$ cat src/rtl/lab1_seq_ctrl.sv
// Sequencer that walks the 3-in/2-out Lab 1 logic block through all
// 8 input vectors, samples z_0/z_1 after SETTLE cycles and reports.
//
// Ports:
//   clk, rst            clock, synchronous active-high reset
//   start, abort        run control (start from IDLE/DONE, abort while busy)
//   x_0..x_2            vector driven to the logic block (registered)
//   z_0, z_1            outputs of the logic block
//   busy, done, pass    run status (registered)
//   err_cnt, fail_map   number and map of failing vectors
//   first_fail          lowest failing vector index (0 if none)
//   z0_map, z1_map      captured z_0 / z_1 per vector
module lab1_seq_ctrl #(
  parameter int unsigned SETTLE = 3,
  parameter logic [7:0]  EXP_Z0 = 8'hA5,
  parameter logic [7:0]  EXP_Z1 = 8'hF1
) (
  input  logic       clk,
  input  logic       rst,
  input  logic       start,
  input  logic       abort,
  output logic       x_0,
  output logic       x_1,
  output logic       x_2,
  input  logic       z_0,
  input  logic       z_1,
  output logic       busy,
  output logic       done,
  output logic       pass,
  output logic [3:0] err_cnt,
  output logic [7:0] fail_map,
  output logic [2:0] first_fail,
  output logic [7:0] z0_map,
  output logic [7:0] z1_map
);

  typedef enum logic [1:0] {
    IDLE  = 2'd0,
    WAIT  = 2'd1,
    CHECK = 2'd2,
    DONE  = 2'd3
  } state_t;

  localparam logic [7:0] SETTLE_M1 = 8'(SETTLE - 1);

  state_t     state, state_n;
  logic [2:0] takt, takt_n;
  logic [7:0] cnt, cnt_n;
  logic [2:0] x_q, x_n;
  logic       busy_n, done_n, pass_n;
  logic [3:0] err_n;
  logic [7:0] fail_n;
  logic [2:0] first_n;
  logic [7:0] z0m_n, z1m_n;
  logic       mismatch;

  assign x_0 = x_q[0];
  assign x_1 = x_q[1];
  assign x_2 = x_q[2];

  assign mismatch = (z_0 != EXP_Z0[takt]) |
                    (z_1 != EXP_Z1[takt]);

  always_ff @(posedge clk) begin
    if (rst) begin
      state      <= IDLE;
      takt       <= '0;
      cnt        <= '0;
      x_q        <= '0;
      busy       <= 1'b0;
      done       <= 1'b0;
      pass       <= 1'b0;
      err_cnt    <= '0;
      fail_map   <= '0;
      first_fail <= '0;
      z0_map     <= '0;
      z1_map     <= '0;
    end else begin
      state      <= state_n;
      takt       <= takt_n;
      cnt        <= cnt_n;
      x_q        <= x_n;
      busy       <= busy_n;
      done       <= done_n;
      pass       <= pass_n;
      err_cnt    <= err_n;
      fail_map   <= fail_n;
      first_fail <= first_n;
      z0_map     <= z0m_n;
      z1_map     <= z1m_n;
    end
  end

  always_comb begin
    state_n = state;
    takt_n  = takt;
    cnt_n   = cnt;
    pass_n  = pass;
    err_n   = err_cnt;
    fail_n  = fail_map;
    first_n = first_fail;
    z0m_n   = z0_map;
    z1m_n   = z1_map;

    unique case (state)
      IDLE, DONE: begin
        if (start) begin
          state_n = WAIT;
          takt_n  = '0;
          cnt_n   = '0;
          pass_n  = 1'b0;
          err_n   = '0;
          fail_n  = '0;
          first_n = '0;
          z0m_n   = '0;
          z1m_n   = '0;
        end
      end
      WAIT: begin
        if (abort) begin
          state_n = IDLE;
          pass_n  = 1'b0;
        end else begin
          cnt_n = cnt + 8'd1;
          if (cnt == SETTLE_M1)
            state_n = CHECK;
        end
      end
      CHECK: begin
        if (abort) begin
          state_n = IDLE;
          pass_n  = 1'b0;
        end else begin
          z0m_n[takt] = z_0;
          z1m_n[takt] = z_1;
          if (mismatch) begin
            fail_n[takt] = 1'b1;
            err_n        = err_cnt + 4'd1;
            if (err_cnt == 4'd0)
              first_n = takt;
          end
          if (takt == 3'd7) begin
            state_n = DONE;
            pass_n  = (err_n == 4'd0);
          end else begin
            state_n = WAIT;
            takt_n  = takt + 3'd1;
            cnt_n   = '0;
          end
        end
      end
      default: state_n = IDLE;
    endcase

    busy_n = (state_n == WAIT) || (state_n == CHECK);
    done_n = (state_n == DONE);
    // In DONE takt rests at 7, so x keeps showing the last vector.
    x_n    = (state_n == IDLE) ? 3'd0 : takt_n;
  end

endmodule

$ cat config.mk
export PLATFORM = sky130hd
export DESIGN_NAME = lab1_seq_ctrl
export DESIGN_NICKNAME = d
export VERILOG_FILES = /design/src/rtl/lab1_seq_ctrl.sv
export SDC_FILE = /design/constraint.sdc
export NUM_CORES = 1
export LEC_CHECK = 0
export CELL_PAD_IN_SITES_DETAIL_PLACEMENT = 1
export CELL_PAD_IN_SITES_GLOBAL_PLACEMENT = 1
export CORE_MARGIN = 4
export CORE_UTILIZATION = 42
export DETAILED_ROUTE_END_ITERATION = 10
export PLACE_DENSITY_LB_ADDON = 0.1
export SYNTH_ARGS = -nofsm -noshare
export SYNTH_HDL_FRONTEND = slang
export SYNTH_SLANG_ARGS = --single-unit
$ cat constraint.sdc
create_clock -name clk -period 4.45 [get_ports clk]
set_clock_uncertainty 0.05 [all_clocks]
set_input_delay 0.89 -clock clk [delete_from_list [all_inputs] [get_ports clk]]
set_output_delay 0.89 -clock clk [all_outputs]
set_load 0.005 [all_outputs]
# After elaboration in Yosys (flattened, before gate mapping)
# Memory sizes are Yosys's and may differ from the RTL's. A register that Yosys moved wholly into a read port is not among the register bits.
# Cells that the tools add are included.
[classes] addsub=3 n_lt_le_gt_ge=2 eq_ne=18 n_mux=46 n_bitwise=2 n_reduce_logical=14
[ops] cell="8-bit 2-to-1 mux" n=8
[ops] cell="8-bit one-hot mux with 2 select lines" n=3
[ops] cell="3-bit 2-to-1 mux" n=9
[ops] cell="8-bit one-hot mux with 3 select lines" n=1
[ops] cell="4-bit 2-to-1 mux" n=5
[ops] cell="8-bit bitwise mux" n=2
[ops] cell="2-bit inequality test (second input constant)" n=7
[ops] cell="3-bit one-hot mux with 2 select lines" n=2
[ops] cell="2-bit 2-to-1 mux" n=5
[ops] cell="8-bit by 1-bit adder with 8-bit output (second input constant)" n=1
[ops] cell="2-bit equality test (second input constant)" n=4
[ops] cell="8-bit by 2-bit equality test with 1-bit output (second input constant)" n=1
[ops] cell="4-bit zero test" n=2
[ops] cell="8-bit bitwise OR" n=1
[ops] cell="4-bit one-hot mux with 2 select lines" n=1
[ops] cell="4-bit AND reduction" n=2
[ops] cell="1-bit 2-to-1 mux" n=7
[ops] cell="2-bit one-hot mux with 3 select lines" n=1
[ops] cell="3-bit AND reduction" n=2
[ops] cell="5-bit AND reduction" n=1
[ops] cell="4-bit by 1-bit adder with 4-bit output (second input constant)" n=1
[ops] cell="2-bit by 1-bit equality test with 1-bit output (second input constant)" n=2
[ops] cell="2-bit zero test" n=2
[ops] cell="3-bit by 4-bit less-than comparator with 1-bit output (second input constant)" n=1
[ops] cell="other kinds (12)" n=14
[totals] reg_bits=50 rom_bits=16 input_bits=6 out_inout_bits=37 elab_cells=99 memories=2
[memory_table] name="(name not given)" depth=8 width=1 read_ports=1 rd_clocked_by_memory_dff=1 wr=0 line_no="62" text="(z_1 != EXP_Z1[takt]);"
[memory_table] name="(name not given)" depth=8 width=1 read_ports=1 rd_clocked_by_memory_dff=1 wr=0 line_no="61" text="assign mismatch = (z_0 != EXP_Z0[takt]) |"

# Longest topological paths before layout
# Gate-level depths: netlist of run 1.
[logic_depth] word_depth=11 depth_mapped=8 ltp_nobuf=7

# Worst setup path after synthesis of run 1
# OpenSTA, ideal clock, no wires.
[synth_path] kind="in2reg" from="input port abort" to="register cnt[5]" setup_ns=0.115 t_arrival_ns=1.906 required_time_ns=4.285 slack_ns=2.378 path_stages=6 n_path_buf=1 cell_sequence="buf_6 a21o_4 a221oi_4 nand4_1 xor2_1 nor2_1"
[synth_between] elab_chain_len=2 word_cells_on_any_way=3 classes_between="eq/ne: 2; reduce/logical: 1"
[synth_lines] item="from (decl)" line_no="21" text="input logic abort,"
[synth_lines] item="2-bit inequality test (no line)"
[synth_lines] item="4-bit AND reduction (no line) (*)"
[synth_lines] item="to (signal assigned)" line_no="81" text="cnt <= cnt_n;"
[synth_lines] item="to (decl)" line_no="48" text="logic [7:0] cnt, cnt_n;"
# Every way passes the cells marked *; elsewhere a longest branch is shown, timed or not.
# A chain may end at the register's enable or synchronous reset.

# Final worst setup path of run 1
[layout_path] from="input port start" to="register first_fail[1]"
[layout_between] elab_chain_len=2
[layout_lines] item="from (decl)" line_no="20" text="input logic start,"
[layout_lines] item="2-bit inequality test (no line)"
[layout_lines] item="5-bit AND reduction (no line)"
[layout_lines] item="to (signal assigned)" line_no="88" text="first_fail <= first_n;"
[layout_lines] item="to (decl)" line_no="32" text="output logic [2:0] first_fail,"
# Every way passes these cells.

==> flow_summary.yaml, run 1 <==
detailed_routing:
  wl_per_cell_um: 15.28
  drtPass1Iterations: 4
  highest-signal-layer: "met4"
  ant_nets: 0
  m1WireLength_um: 2800
  vias: 1988
  dr.first_iter.drc_count: 114
  dr_wl_met3_um: 197
  wl_met2_um: 2592
  post-route-drc-count: 0
  via_per_inst: 5.358
  wl_um: 5668
place:
  port_buffers: 42
  pre_cts_ws_ns: 1.396
  place_area_um2: 2838
  place_hpwl_um: 4177
  place_congestion: 0.7541
clocking:
  clkSlewWorstSetupHoldPaths_ns: 0.09
  cts_max_level: 2
  clk_latency_ns: 0.31
  postCtsSetupRepairBufs: 0
  cts_resized: 0
  cts.path.max_buffers: 2
  hold_buffers: 0
  cts-buffers-inserted: 5
  cts_tree: "done"
  root_buffer: "clkbuf_8"
  clock-sinks: 52
hold_path:
  hp-class: "register to register"
outcome:
  outcome: "completed"
logic_synthesis:
  yosysUniqueCellTypes: 53
  syn_inst: 264
  ys_ff_latch: 52
  ys_seq_area_share_pct: 43.45
  yosysWarnings: 0
  synth_edf_count: 0
  synthFlopType: "dfxtp_1"
  async_flop_share_pct: 0
  syn_nets: 277
  syn_area_um2: 2396
  synth_area_per_cell_um2: 9.076
critical_path:
  cp-start-kind: "input pin"
  cp.arrival_ns: 2.84
  path_cells: "clkdlybuf4s50_1 -> and2b_4 -> a211oi_2 -> a21boi_2 -> mux2i_1 -> nor2_1"
  r2r_slack_ns: 1.90
  required_ns: 4.57
  cpMaxStageDelayCell: "a211oi_2"
  crit_path_max_incr_delay_ns: 0.59
  end_kind: "register"
  path_buf_inv: 1
  crit_fanout: 12
  crit_type: "input pin to register"
  path_delay_family: "compound AO/OA/AOI/OAI gates"
die:
  initial_core_util_pct: 43.51
  die_y_um: 83.53
  core_um2: 5507
  die_w_um: 83.53
  num_rows: 27
  die_area_um2: 6977
  pin_count: 43
global_routing:
  grt_pass1_wl_um: 10010
  grt_max_degree: 24
  track_usage_pct: 17.23
  grt_overflow: 0
  antenna_found_initial: 0
  grt_pass1_vias: 2042
final_layout:
  syn_to_final_growth_pct: 22.45
  drive_gt1_share_pct: 8.361
  layout_common_cells: "dfxtp_1, nor2_1, clkdlybuf4s50_1"
  final_util_pct: 53.28
  stdcell_area_um2: 2934
  antenna_cells: 0
  final_nets: 311
  mostFrequentLayoutCell: "dfxtp_1"
power:
  swShare_pct: 27.55
  p_total_w: 0.0008919
  seq_power_share_pct: 53.6
  p_clk_share_pct: 32.6
  p_int_w: 0.0006462
  p_leak_nw: 1.077
  ir_worst_vdd_uv: 184.0
  p_comb_share_pct: 13.8
  p_sw_w: 0.0002457
  powerDensity_nw_per_um2: 304.0
timing:
  max_freq_mhz: 368.5
  hold_violations: 0
  tightest_slew_ns: 0.8454
  setup_slack_ns: 1.737
  relSlewSlack_pct: 43.46
  fin_crit_sh_pct: 60.98
  tns_ns: 0
  setup_viol: 0
  grt_setup_unrepaired: "no"
  period_minus_slack_ns: 2.713
  slew_viol_final: 0
flow_run:
  maxCapViolCount: 0
==> area by class of cell <==
| type | instances | area (µm²) |
|---|---|---|
| fill | 643 | 2572 |
| multi-input combinational | 188 | 1249 |
| sequential | 52 | 1041 |
| timing repair buffer | 43 | 427.9 |
| tap | 72 | 90.09 |
| clock buffer | 6 | 82.58 |
| inverter | 8 | 30.03 |
| clock inverter | 2 | 13.76 |
==> power by group through the flow <==
stage / Sequential, W / Combinational, W / Clock [W]
floorplan: 0.000488 / 0.0000966 / 0
global placement: 0.000489 / 0.000123 / 0
detailed placement: 0.000489 / 0.000124 / 0
CTS: 0.000478 / 0.000125 / 0.000302
global route: 0.000480 / 0.000138 / 0.000317
finish: 0.000478 / 0.000123 / 0.000291
==> kinds of logic after synthesis <==
group,Yosys count,share of synthesized area [%]
and+or+nand+nor,101,21.36
AOI/OAI and AO/OA,66,21.57
DFF,52,43.45
buffers and inverters,24,4.439
xor gates and xnor gates,10,3.656
adders and majority gates,7,3.655
muxes,4,1.880
==> worst paths after layout <==
kind | startpoint | to | cells after the start
hold reg to reg | fail_map[5] | fail_map[5] | 1
hold / removal | fail_map[5] | fail_map[5] | 1
setup reg to reg | state[0] | first_fail[1] | 7
setup / recovery | start | first_fail[1] | 6
==> synthesized netlist by cell type (2+ instances only) <==
| master | count | area [µm²] |
|---|---|---|
| a31oi_1 | 3 | 18.77 |
| xor2_1 | 8 | 70.07 |
| a22o_1 | 8 | 70.07 |
| buf_2 | 6 | 30.03 |
| nor3_1 | 6 | 30.03 |
| ha_1 | 7 | 87.58 |
| a21oi_1 | 7 | 35.03 |
| nand2_1 | 15 | 56.30 |
| and3_1 | 6 | 37.54 |
| inv_1 | 7 | 26.28 |
| o21ai_0 | 15 | 75.07 |
| nor3b_1 | 4 | 30.03 |
| xnor2_1 | 2 | 17.52 |
| nand3b_1 | 2 | 15.01 |
| and2b_2 | 2 | 17.52 |
| mux2i_1 | 3 | 30.03 |
| nand3_1 | 2 | 10.01 |
| nand4_1 | 4 | 25.02 |
| and2_1 | 6 | 37.54 |
| clkbuf_1 | 8 | 30.03 |
| nor2_1 | 43 | 161.4 |
| a311oi_1 | 2 | 17.52 |
| a22oi_1 | 17 | 127.6 |
| dfxtp_1 | 52 | 1041 |
==> flip-flops by register name, indices dropped and copies added, names as in the netlist, named ones only <==
name        cells
z1_map          8
fail_map        8
takt            3
first_fail      3
done            1
x_q             3
busy            1
pass            1
err_cnt         4
state           2
z0_map          8
cnt             8
==> worst reg2reg max path, delay by kind of cell (launching register included) <==
family                     cells  cell delay [ns]
AOI/OAI and AO/OA              2             0.93
buffers and inverters          1             0.10
adders and majority gates      1             0.58
DFF                            1             0.37
and+or+nand+nor                2             0.18
muxes                          1             0.22
==> metrics by stage <==
step	std cells	hold WS (ns)
6_report	371	0.4395
5_1_grt	371	0.4679
4_1_cts	371	0.4468
3_5_place_dp	363	0.4222
3_3_place_gp	363	0.4201
2_1_floorplan	264	0.4247
==> routing by layer <==
metal  track usage, %  up-vias
li1                 -      995
met1            23.54      953
met2            27.92       31
met3            3.159        9
met4            4.825        0
met5                0        -
(Power assumes the default switching activity.)
==> run 2: changes to the inputs <==
--- a/config.mk
+++ b/config.mk
@@ -8,7 +8,7 @@
 export CELL_PAD_IN_SITES_DETAIL_PLACEMENT = 1
 export CELL_PAD_IN_SITES_GLOBAL_PLACEMENT = 1
 export CORE_MARGIN = 4
-export CORE_UTILIZATION = 42
+export CORE_UTILIZATION = 39
 export DETAILED_ROUTE_END_ITERATION = 10
 export PLACE_DENSITY_LB_ADDON = 0.1
 export SYNTH_ARGS = -nofsm -noshare
==> constraint.sdc (replaced) <==
create_clock -name clk -period 2.65 [get_ports clk]
set_clock_uncertainty 0.05 [all_clocks]
set_input_delay 0.53 -clock clk [delete_from_list [all_inputs] [get_ports clk]]
set_output_delay 0.53 -clock clk [all_outputs]
set_load 0.005 [all_outputs]
==> run 2 against run 1 <==
Against the previous run:
- utilization shrank 3.0 points
- largest power group unchanged
- final cell count increased by 2.4%
- critical path type is now register to register
- largest cell class unchanged
- first-iteration DRC count is 57% lower
- highest routed layer unchanged
==> flow_summary.yaml, run 2 (synthesis results as in run 1) <==
outcome:
  outcome: "completed"
detailed_routing:
  ant_nets: 0
  vias: 2027
  dr.first_iter.drc_count: 49
  drtPass1Iterations: 4
  via_per_inst: 5.334
  wl_um: 5891
  post-route-drc-count: 0
  wl_per_cell_um: 15.50
final_layout:
  antenna_cells: 0
  syn_to_final_growth_pct: 24.96
  final_nets: 317
  mostFrequentLayoutCell: "dfxtp_1"
  final_util_pct: 50.27
  layout_common_cells: "dfxtp_1, nor2_1, clkdlybuf4s50_1"
  drive_gt1_share_pct: 9.836
critical_path:
  crit_type: "register to register"
  cp.arrival_ns: 2.42
  cp-start-kind: "register"
  r2r-start: "state[0]"
  crit_fanout: 8
  end_kind: "register"
  crit_path_start: "state[0]"
  required_ns: 2.80
  crit_path_max_incr_delay_ns: 0.41
  r2r_slack_ns: 0.38
  path_cells: "inv_1 -> ha_1 -> and2b_4 -> a211oi_2 -> buf_4 -> o21ai_0 -> a22oi_1 -> nor2_1"
  cpMaxStageDelayCell: "dfxtp_1"
global_routing:
  use_met2_pct: 27.26
  grt_overflow: 0
  met3_usage_pct: 2.947
  grt_pass1_wl_um: 10200
  grt_use_met1_pct: 23.05
  grt_max_degree: 16
  track_usage_pct: 17.07
  grt_pass1_vias: 2110
  busiest_layer: "met2"
  antenna_found_initial: 0
clocking:
  clk_latency_ns: 0.30
  cts-buffers-inserted: 5
  clkSlewWorstSetupHoldPaths_ns: 0.09
  cts_tree: "done"
  root_buffer: "clkbuf_8"
  cts_resized: 0
  hold_buffers: 0
  postCtsSetupRepairBufs: 0
  cts.path.max_buffers: 2
  clock-sinks: 52
  cts_max_level: 2
power:
  p_leak_nw: 1.111
  ir_worst_vdd_uv: 357.3
  powerDensity_nw_per_um2: 521.1
hold_path:
  hp-start: "fail_map[7]"
  hp-class: "register to register"
place:
  port_buffers: 42
  place_congestion: 0.7696
  place_hpwl_um: 4404
timing:
  whs_ns: 0.4406
  setup_viol: 0
  relSlewSlack_pct: 60.31
  period_minus_slack_ns: 2.275
  max_freq_mhz: 439.6
  tightest_slew_ns: 0.5931
  hold_violations: 0
  grt_setup_unrepaired: "no"
  fin_crit_sh_pct: 85.85
  slew_viol_final: 0
  tns_ns: 0
die:
  core_um2: 5956
  die_w_um: 86.38
  pin_count: 43
  die_area_um2: 7462
  die_y_um: 86.38
  num_rows: 28
  initial_core_util_pct: 40.23
flow_run:
  maxCapViolCount: 0
-- run 2: cell count changes in the layout (fill, tap and decap cells not counted), sizes merged --
cell    previous run  this run
inv                9         8
bufinv             0         1
buf                1         7
-- run 2: metrics by stage --
step                      std cells  area (µm²)   power, W  worst slack, ns
after floorplan                 264        2396  0.0009811           0.7292
after global placement          372        2887   0.001039           0.2053
after detailed placement        372        2887   0.001043           0.1736
after CTS                       380        2994   0.001584           0.3569
after global routing            380        2994   0.001647           0.1541
final                           380        2994   0.001560           0.3751
-- run 2: area by class of cell --
type	count	area, µm²
Timing Repair Buffer	49	473.0
Tap cell	75	93.84
Fill cell	698	2962
Multi-Input combinational cell	188	1249
Clock inverter	2	35.03
Sequential cell	52	1041
Inverter	8	30.03
Clock buffer	6	72.57
-- run 2: power by group --
part | internal [W] | leakage [nW] | switching [W] | total [W]
registers | 0.000791 | 0.420 | 0.0000111 | 0.000802
clock network | 0.000281 | 0.0552 | 0.000257 | 0.000537
logic | 0.0000870 | 0.636 | 0.000133 | 0.000220
-- run 2: worst paths after layout --
check | end | cells after the start
setup / recovery | z1_map[2] | 8
hold reg to reg | fail_map[7] | 1
setup reg to reg | z1_map[2] | 8
hold / removal | fail_map[7] | 1
-- run 2: worst max-delay path, delay by kind of cell (launching register included) --
| family | cells | cell delay [ns] |
|---|---|---|
| buffers and inverters | 2 | 0.31 |
| adders and majority gates | 1 | 0.37 |
| and+or+nand+nor | 2 | 0.30 |
| DFF | 1 | 0.41 |
| AOI/OAI and AO/OA | 3 | 0.72 |
-- run 2: per-layer routing --
layer | vias up | share of wire (%)
li1 | 1015 | -
met1 | 972 | 48
met2 | 33 | 47
met3 | 7 | 3.3
met4 | 0 | 1.2
met5 | - | 0
==> run 3: changes to the inputs <==
--- a/config.mk
+++ b/config.mk
@@ -8,7 +8,7 @@
 export CELL_PAD_IN_SITES_DETAIL_PLACEMENT = 1
 export CELL_PAD_IN_SITES_GLOBAL_PLACEMENT = 1
 export CORE_MARGIN = 4
-export CORE_UTILIZATION = 39
+export CORE_UTILIZATION = 42
 export DETAILED_ROUTE_END_ITERATION = 10
 export PLACE_DENSITY_LB_ADDON = 0.1
 export SYNTH_ARGS = -nofsm -noshare
==> constraint.sdc (replaced) <==
create_clock -name clk -period 2.7 [get_ports clk]
set_clock_uncertainty 0.05 [all_clocks]
set_input_delay 0.54 -clock clk [delete_from_list [all_inputs] [get_ports clk]]
set_output_delay 0.54 -clock clk [all_outputs]
set_load 0.005 [all_outputs]
==> run 3 against run 2 <==
Against the previous run:
- utilization up 4.0 points
- sequential power decreased by 2%
- combinational power is essentially flat
- worst setup slack improved by 0.067 ns
- final area fell by 0.25%
- global-route usage increased by 1.5 points
- sequential share of layout area is 0.087 points higher
- count of clock-buffer cells in the layout did not move
- clock power rose by 3.9%
- via count increased by 1.3%
- largest cell class unchanged
==> flow_summary.yaml, run 3 (synthesis results as in run 1) <==
place:
  pre_cts_ws_ns: 0.2169
  port_buffers: 42
  place_inst: 368
  place_congestion: 0.7528
  place_area_um2: 2875
  place_hpwl_um: 4468
clocking:
  cts_tree: "done"
  postCtsSetupRepairBufs: 0
  clock-sinks: 52
  cts.path.max_buffers: 2
  cts_max_level: 2
  cts_resized: 0
  cts-buffers-inserted: 5
  hold_buffers: 0
  root_buffer: "clkbuf_8"
  clk_latency_ns: 0.31
  clkSlewWorstSetupHoldPaths_ns: 0.10
power:
  p_total_w: 0.001564
  p_leak_nw: 1.106
  powerDensity_nw_per_um2: 523.7
  ir_worst_vdd_uv: 295.1
hold_path:
  whs_path_depth: 1
  hp-class: "register to register"
detailed_routing:
  post-route-drc-count: 0
  ant_nets: 0
  via_per_inst: 5.460
  vias: 2053
  wl_um: 6224
  dr.first_iter.drc_count: 94
  drtPass1Iterations: 4
  wl_per_cell_um: 16.55
final_layout:
  layout_common_cells: "dfxtp_1, nor2_1, clkdlybuf4s50_1"
  stdcell_area_um2: 2987
  syn_to_final_growth_pct: 24.65
  antenna_cells: 0
  drive_gt1_share_pct: 9.539
  mostFrequentLayoutCell: "dfxtp_1"
  final_nets: 316
  finalNonFillerCells: 376
  fillers: 663
critical_path:
  cpMaxStageDelayCell: "dfxtp_1"
  path_cells: "inv_1 -> ha_1 -> and2b_4 -> a211oi_2 -> buf_4 -> o21ai_0 -> a22oi_1 -> nor2_1"
  cp.arrival_ns: 2.41
  cp-start-kind: "register"
  crit_fanout: 10
  required_ns: 2.86
  crit_type: "register to register"
  path_delay_family: "compound AO/OA/AOI/OAI gates"
  rr_worst_depth: 8
  end_kind: "register"
  crit_path_max_incr_delay_ns: 0.42
  path_buf_inv: 2
  path_depth: 8
timing:
  period_minus_slack_ns: 2.258
  tightest_slew_ns: 0.5938
  max_freq_mhz: 442.9
  relSlewSlack_pct: 60.27
  tns_ns: 0
  setup_slack_ns: 0.4423
  hold_violations: 0
  setup_viol: 0
  grt_setup_unrepaired: "no"
  fin_crit_sh_pct: 83.62
  slew_viol_final: 0
die:
  core_um2: 5507
  num_rows: 27
  die_area_um2: 6977
  die_w_um: 83.53
  initial_core_util_pct: 43.51
  die_y_um: 83.53
  pin_count: 43
global_routing:
  grt_max_degree: 27
  grt_pass1_wl_um: 10620
  grt_pass1_vias: 2149
  antenna_found_initial: 0
  track_usage_pct: 18.55
  grt_overflow: 0
outcome:
  outcome: "completed"
flow_run:
  maxCapViolCount: 0
[run 3: changes by cell type in the layout (fill, tap and decap cells not counted)]
cell / delta
inv_6: +1
buf_4: -1
clkinv_2: -1
[run 3: final cells by class]
class / instances / area, µm² / area share [%]
Timing Repair Buffer: 48 / 465.4 / 15.58
Inverter: 8 / 30.03 / 1.005
Clock inverter: 2 / 38.79 / 1.299
Tap cell: 72 / 90.09 / 3.016
Sequential cell: 52 / 1041 / 34.86
Multi-Input combinational cell: 188 / 1249 / 41.81
Clock buffer: 6 / 72.57 / 2.430
[run 3: worst reg2reg max path, cell delays in order (launching register included)]
cell and delay, ns:
dfxtp_1 0.42, inv_1 0.09, ha_1 0.39, and2b_4 0.24, a211oi_2 0.26, buf_4 0.23
o21ai_0 0.16, a22oi_1 0.26, nor2_1 0.06
[run 3: per-stage QoR]
step           hold WS [ns]  util (%)
6_report             0.4395     54.24
5_1_grt              0.4645     54.24
4_1_cts              0.4456     54.24
3_5_place_dp         0.4210     52.22
3_3_place_gp         0.4180     52.22
2_1_floorplan        0.4247         -
[run 3: power breakdown]
group | internal [W] | switching (W)
sequential | 0.000777 | 0.0000116
clock | 0.000281 | 0.000277
combinational | 0.0000847 | 0.000134
[run 3: final timing paths]
check	start	end	slack [ns]
worst min-delay path	fail_map[7]	fail_map[7]	0.44
worst max-delay path	state[0]	z1_map[2]	0.44
worst min register to register	fail_map[7]	fail_map[7]	0.44
worst max register to register	state[0]	z1_map[2]	0.44
[run 3: metal layers]
| metal | vias up | global-route usage, % | part of all wire, % |
|---|---|---|---|
| met5 | - | 0 | 0 |
| met4 | 0 | 4.971 | 1.5 |
| met3 | 9 | 3.554 | 3.2 |
| met2 | 29 | 31.63 | 48 |
| met1 | 1004 | 24.01 | 48 |
| li1 | 1011 | - | - |
